==> src/rtl/reg_writeback.sv <==
// Writeback sequencer: round-robin arbitration between the ALU and load unit
// results, one registered register-file write per cycle, plus a busy scoreboard.
module reg_writeback #(
    parameter int XLEN   = 32,
    parameter int N_REGS = 32
) (
    input  logic              clk,
    input  logic              rst_n,
    input  logic              alu_valid,
    output logic              alu_ready,
    input  logic [4:0]        alu_rd,
    input  logic [XLEN-1:0]   alu_value,
    input  logic              ld_valid,
    output logic              ld_ready,
    input  logic [4:0]        ld_rd,
    input  logic [XLEN-1:0]   ld_value,
    input  logic              issue_valid,
    input  logic [4:0]        issue_rd,
    output logic [N_REGS-1:0] busy,
    output logic [4:0]        rd,
    output logic [XLEN-1:0]   rd_value,
    output logic              we
);

    typedef enum logic {
        PREF_ALU = 1'b0,
        PREF_LD  = 1'b1
    } pref_e;

    pref_e              r_ptr;
    pref_e              w_ptr_next;
    logic               w_alu_grant;
    logic               w_ld_grant;
    logic               w_accept;
    logic [4:0]         w_sel_rd;
    logic [XLEN-1:0]    w_sel_value;

    logic               r_we;
    logic [4:0]         r_rd;
    logic [XLEN-1:0]    r_rd_value;
    logic [N_REGS-1:0]  r_busy;
    logic [N_REGS-1:0]  w_set_mask;
    logic [N_REGS-1:0]  w_clr_mask;
    logic [N_REGS-1:0]  w_busy_next;

    // Arbitration pointer register: favours the ALU out of reset.
    always_ff @(posedge clk or negedge rst_n) begin
        if (!rst_n) begin
            r_ptr <= PREF_ALU;
        end else begin
            r_ptr <= w_ptr_next;
        end
    end

    // Grant decode and next pointer; pointer moves only when a transfer is accepted.
    always_comb begin
        w_alu_grant = 1'b0;
        w_ld_grant  = 1'b0;
        w_ptr_next  = r_ptr;
        case ({alu_valid, ld_valid})
            2'b10: begin
                w_alu_grant = 1'b1;
                w_ptr_next  = PREF_LD;
            end
            2'b01: begin
                w_ld_grant = 1'b1;
                w_ptr_next = PREF_ALU;
            end
            2'b11: begin
                if (r_ptr == PREF_ALU) begin
                    w_alu_grant = 1'b1;
                    w_ptr_next  = PREF_LD;
                end else begin
                    w_ld_grant = 1'b1;
                    w_ptr_next = PREF_ALU;
                end
            end
            default: begin
                w_alu_grant = 1'b0;
                w_ld_grant  = 1'b0;
                w_ptr_next  = r_ptr;
            end
        endcase
    end

    assign alu_ready = w_alu_grant;
    assign ld_ready  = w_ld_grant;
    assign w_accept  = w_alu_grant | w_ld_grant;

    // Result mux for the granted source.
    always_comb begin
        w_sel_rd    = alu_rd;
        w_sel_value = alu_value;
        if (w_ld_grant) begin
            w_sel_rd    = ld_rd;
            w_sel_value = ld_value;
        end else begin
            w_sel_rd    = alu_rd;
            w_sel_value = alu_value;
        end
    end

    // Register-file write port; writes to x0 complete the handshake but never assert we.
    always_ff @(posedge clk or negedge rst_n) begin
        if (!rst_n) begin
            r_we       <= 1'b0;
            r_rd       <= 5'd0;
            r_rd_value <= '0;
        end else if (w_accept) begin
            r_we       <= (w_sel_rd != 5'd0);
            r_rd       <= w_sel_rd;
            r_rd_value <= w_sel_value;
        end else begin
            r_we <= 1'b0;
        end
    end

    // Scoreboard set/clear masks; index 0 and indices beyond N_REGS never match.
    always_comb begin
        w_set_mask    = '0;
        w_clr_mask    = '0;
        for (int i = 1; i < N_REGS; i++) begin
            w_set_mask[i] = issue_valid && ({27'd0, issue_rd} == 32'(i));
            w_clr_mask[i] = w_accept && ({27'd0, w_sel_rd} == 32'(i));
        end
        // Set is applied after clear so a younger issue to the same register wins.
        w_busy_next    = (r_busy & ~w_clr_mask) | w_set_mask;
        w_busy_next[0] = 1'b0;
    end

    // Busy scoreboard register.
    always_ff @(posedge clk or negedge rst_n) begin
        if (!rst_n) begin
            r_busy <= '0;
        end else begin
            r_busy <= w_busy_next;
        end
    end

    assign we       = r_we;
    assign rd       = r_rd;
    assign rd_value = r_rd_value;
    assign busy     = r_busy;

endmodule

==> config.mk <==
export PLATFORM = sky130hd
export DESIGN_NAME = reg_writeback
export DESIGN_NICKNAME = d
export VERILOG_FILES = /design/src/rtl/reg_writeback.sv
export SDC_FILE = /design/constraint.sdc
export NUM_CORES = 1
export LEC_CHECK = 0
export ABC_AREA = 0
export CAP_MARGIN = 40
export CORE_AREA = 5 5 105 107
export CTS_BUF_LIST = sky130_fd_sc_hd__clkbuf_8
export DETAILED_ROUTE_END_ITERATION = 8
export DIE_AREA = 0 0 110 112
export GPL_TIMING_DRIVEN = 0
export PLACE_DENSITY = 0.74
export SYNTH_ARGS = -nofsm -noshare
export SYNTH_HDL_FRONTEND = slang
export SYNTH_SLANG_ARGS = --single-unit
==> constraint.sdc <==
create_clock -name clk -period 1.76 [get_ports clk]
set_input_delay 0.176 -clock clk [delete_from_list [all_inputs] [get_ports clk]]
set_output_delay 0.176 -clock clk [all_outputs]
set_load 0.1 [all_outputs]
== After elaboration in Yosys (flattened, before gate mapping) ==
Index checks and enable logic that the tools add are counted.

* Word-level logic and storage cells: 146
* Register bits after elaboration: 70
* Input port bits: 84

* Bitwise logic cells: 4
* Reductions and logical operators: 64
* Multiplexer cells: 8
* Equality and inequality tests: 65

{| class="wikitable"
|+ Operators by type and width
! kind !! count
|-
| $eq A5 B5 Y1 const B || 32
|-
| $eq A5 B4 Y1 const B || 16
|-
| $logic_and A1 B1 Y1 || 62
|-
| $eq A5 B3 Y1 const B || 8
|-
| $and A32 B32 Y32 || 1
|-
| $mux W32 || 1
|-
| $not A32 Y32 || 1
|-
| $or A32 B32 Y32 || 1
|-
| $eq A5 B2 Y1 const B || 4
|-
| $eq A5 B1 Y1 const B || 2
|-
| $mux W5 || 1
|-
| $reduce_bool A5 Y1 || 1
|-
| $eq A2 B2 Y1 const B || 2
|-
| $pmux W1 S2 || 2
|-
| $mux W1 || 3
|-
| $pmux W1 S3 || 1
|-
| $reduce_bool A3 Y1 || 1
|-
| $eq A2 B1 Y1 const B || 1
|-
| $or A1 B1 Y1 || 1
|}

== Logic depth before layout (Yosys ltp) ==
* Depth after elaboration: 8
* Depth in mapped cells: 7
* Gate-level depth less buffers: 5

== Least setup slack after synthesis ==
OpenSTA, ideal clock, no wires.

* Path type: register to register
* From: register r_ptr
* To: register r_busy[14] (netlist: busy[14])
* Path slack: -0.402 ns
* Setup time: 0.123 ns
* Data arrival time: 2.039 ns
* Cell stages (with the launch flop): 6
* Path through: dfrtp_1 -> a21boi_2 -> a32oi_2 -> buf_2 -> a22oi_1 -> nand2_1

* Elaborated cells between the ends (all ways): 11
* Classes of those cells: 1 x eq/ne; 5 x mux; 4 x bitwise; 1 x reduce/logical

{| class="wikitable"
|+ RTL lines
! element !! line !! text
|-
| start: declaration || 30 || <nowiki>pref_e r_ptr;</nowiki>
|-
| start signal: assignment || 51 || <nowiki>r_ptr <= w_ptr_next;</nowiki>
|-
| $mux W1 || 70 || <nowiki>if (r_ptr == PREF_ALU) begin</nowiki>
|-
| $pmux W1 S2 || 60 || <nowiki>case ({alu_valid, ld_valid})</nowiki>
|-
| via alu_ready || 10 || <nowiki>output logic alu_ready,</nowiki>
|-
| $or A1 B1 Y1 || 88 || <nowiki>assign w_accept = w_alu_grant | w_ld_grant;</nowiki>
|-
| $logic_and A1 B1 Y1 || 124 || <nowiki>w_clr_mask[i] = w_accept && ({27'd0, w_sel_rd} == 32'(i));</nowiki>
|-
| $not A32 Y32 || 127 || <nowiki>w_busy_next = (r_busy & ~w_clr_mask) | w_set_mask;</nowiki>
|-
| $and A32 B32 Y32 || 127 ||
|-
| $or A32 B32 Y32 || 127 ||
|-
| via w_busy_next[14] || 44 || <nowiki>logic [N_REGS-1:0] w_busy_next;</nowiki>
|-
| end signal: assignment || 136 || <nowiki>r_busy <= w_busy_next;</nowiki>
|-
| end: declaration || 41 || <nowiki>logic [N_REGS-1:0] r_busy;</nowiki>
|}

The timed path passes the listed nets, and every way through them passes these cells.
A chain may end at the register's enable or synchronous reset.

== Worst setup path in the final report ==
* From: register r_rd_value[20] (netlist: rd_value[20])
* To: output rd_value[20]

{| class="wikitable"
|+ RTL lines
! element !! line !! text
|-
| start: declaration || 40 || <nowiki>logic [XLEN-1:0] r_rd_value;</nowiki>
|-
| start signal: assignment || 112 || <nowiki>r_rd_value <= w_sel_value;</nowiki>
|-
| end: declaration || 21 || <nowiki>output logic [XLEN-1:0] rd_value,</nowiki>
|}

No word-level cell between the ends.

==> flow_summary.ini <==
[yosys]
post-synth-top-area-cell = dfrtp_1
synth_cell_types = 35
yosysTopAreaCellShare_pct = 45.10
ys_ff_latch = 70
synth_area_mm2 = 0.003884
synthTopCellsByArea = dfrtp_1, mux2_2, nor2_1
synth_ff_type = dfrtp_1
async_flop_share_pct = 100.0
synth_nets = 501
yosys_warnings = 0
synth.avg_cell_area_um2 = 9.313
syn-instance-count = 417
synth-edff-count = 0
ys_seq_area_share_pct = 45.10

[final_layout]
nNetsFinal = 734
layout_common_cells = clkdlybuf4s50_1, nor2_1, dfrtp_1
nFillCells = 731
final_common_cell = clkdlybuf4s50_1
synthToLayoutAreaGrowth_pct = 83.18
drive_gt1_share_pct = 24.27
n_antenna_cell = 0
fin_cells = 791

[detailed_routing]
drtAntennaViolNets = 0
viasPerCell = 5.354
drc = 0
wl_mm = 14.37
drtIter0Drc = 216
num_vias = 4235
dr.pass1.iters = 7
wl_per_cell_um = 18.16

[clock_network]
clkLatencyLatePin_ns = 0.34
cts_root_buffer = clkbuf_8
clk_transition_reported_paths_ns = 0.08
tritoncts = done
cts_buffers = 9
cts_buffer_depth = 2
h-tree-depth = 3
cts.sinks = 70

[timing]
rsz0062_at_grt = false
relSlewSlack_pct = 56.86
layout_min_cycle_time_ns = 1.690
final_max_slew_viol_count = 0
holdWs_ns = 0.2965
tightest_slew_ns = 0.6448
period_share_pct = 96.04
fmax_mhz = 591.6
fin_skew_ns = 0.007831
finalHoldViolCount = 0
fin_tns_setup_ns = 0
setup_viol = 0

[run]
timing.max_cap.violations = 0

[power_and_ir_drop]
clockPowerShare_pct = 22.7
p_total_w = 0.006321
pwr-share-seq_pct = 29.1
swShare_pct = 40.24
combinationalPowerShare_pct = 48.1
leakagePower_nw = 3.061
peakVddDrop_v = 0.0006416
p_per_area_mw_per_mm2 = 888.4
p_int_w = 0.003777
p_switching_w = 0.002544

[critical_path]
slowest_delay_ns = 0.59
cp_cell_sequence = clkdlybuf4s50_1 > buf_16
r2r_end = busy[3]$_DFF_PN0_
crit_path_end_kind = output port
crit_required_ns = 1.58
crit_type = reg -> out
crit_arrival_ns = 1.51
setup.worst_path.start_class = register
rr_worst_depth = 6
r2r-start = r_ptr$_DFFE_PN0P_
cpMaxStageDelayCell = clkdlybuf4s50_1
worst-r2r-setup-slack_ns = 0.10
cp_max_fo = 2

[outcome]
status = finished clean

[placed_design]
post-dp-hpwl_mm = 11.32
placed_cells = 775
portBuffers = 150
gp_congestion = 0.8925

[die]
coreArea_mm2 = 0.01005
core.rowCount = 37
start_util_pct = 38.66
dieArea_mm2 = 0.01232
num_io_pins = 156
die_w_um = 110
die_y_um = 112

[global_route]
grt-ovfl-total = 0
antenna_found_initial = 0
grt_usage_pct = 23.91
grt_pass1_vias = 4700
grt_start_max_net_pins = 45
grt_pass1_wl_mm = 23.22

[worst_hold_path]
hold_class = in -> async
-- worst max-delay path: cells and delay by family, from the launching register on --
family | cells | cell delay, ns
buffers and inverters | 2 | 0.78
DFF | 1 | 0.38
-- flip-flops by register name, indices dropped and copies added (netlist names) --
| signal | count |
|---|---|
| rd | 5 |
| rd_value | 32 |
| we | 1 |
| r_ptr | 1 |
| busy | 31 |
-- final cells by class --
cell class	count	area, um2	share of cell area, %
Timing Repair Buffer	222	2820	39.64
Multi-Input combinational cell	298	1924	27.05
Sequential cell	70	1752	24.62
Buffer	33	171.4	2.409
Tap cell	136	170.2	2.392
Clock buffer	9	123.9	1.741
Clock inverter	7	90.09	1.266
Inverter	16	62.56	0.8794
-- cells in the mapped netlist (9+ instances only) --
cell type / number
o21ai_0: 11
buf_2: 19
nand2_1: 23
o22ai_1: 36
dfrtp_1: 70
mux2_2: 36
a22oi_1: 23
nand3_1: 19
a211o_1: 9
nand4_1: 15
nor2_1: 81
inv_1: 15
-- per-stage QoR --
| step | utilization, % | setup WS [ns] | cell area [um2] |
|---|---|---|---|
| finish | 70.82 | 0.06965 | 7114 |
| global route | 70.82 | 0.01046 | 7114 |
| detailed placement | 68.50 | -0.4105 | 6882 |
| CTS | 70.68 | 0.04792 | 7101 |
| global placement | 55.40 | -1.944 | 5565 |
| floorplan | - | -0.05125 | 3894 |
-- cell families (layout without fill, tap and decap cells) --
group / Yosys count / in the layout / synth area share (%)
DFF: 70 / 70 / 45.10
other: 1 / 1 / 0.09656
AOI/OAI and AO/OA: 102 / 102 / 20.26
muxes: 36 / 36 / 10.44
buffers and inverters: 49 / 287 / 5.831
and+or+nand+nor: 159 / 159 / 18.27
-- power by group through the flow --
stage	registers [W]	clock network, W	logic, W
floorplan	0.00294	0	0.000580
global placement	0.00187	0	0.00232
detailed placement	0.00188	0	0.00303
CTS	0.00184	0.00147	0.00305
global route	0.00186	0.00153	0.00317
finish	0.00184	0.00144	0.00304
-- what timing repair did --
item	4_1_cts	5_1_grt
endpoints found under the hold margin	26	0
resized for setup	2	4
cloned	0	0
hold buffers	1	0
buffers inserted	1	0
endpoints found under the setup margin	2	4
-- worst max-delay path by stage --
stage	startpoint	endpoint	slack [ns]
after floorplan	r_ptr$_DFFE_PN0P_	busy[14]$_DFF_PN0_	-0.05
after global placement	rst_n	rd_value[12]$_DFFE_PN0P_	-1.94
after detailed placement	alu_valid	ld_ready	-0.41
after CTS	rd_value[20]$_DFFE_PN0P_	rd_value[20]	0.05
after global routing	r_ptr$_DFFE_PN0P_	busy[14]$_DFF_PN0_	0.01
final	rd_value[20]$_DFFE_PN0P_	rd_value[20]	0.07
-- metal layers --
metal | wire, um | track usage, % | vias to the layer above
met5 | 0 | 0 | -
met4 | 311 | 7.481 | 0
met3 | 1117 | 7.478 | 25
met2 | 7535 | 42.48 | 183
met1 | 5400 | 26.81 | 2038
li1 | - | - | 1989
No activity file was read; power rests on OpenSTA's default activity.
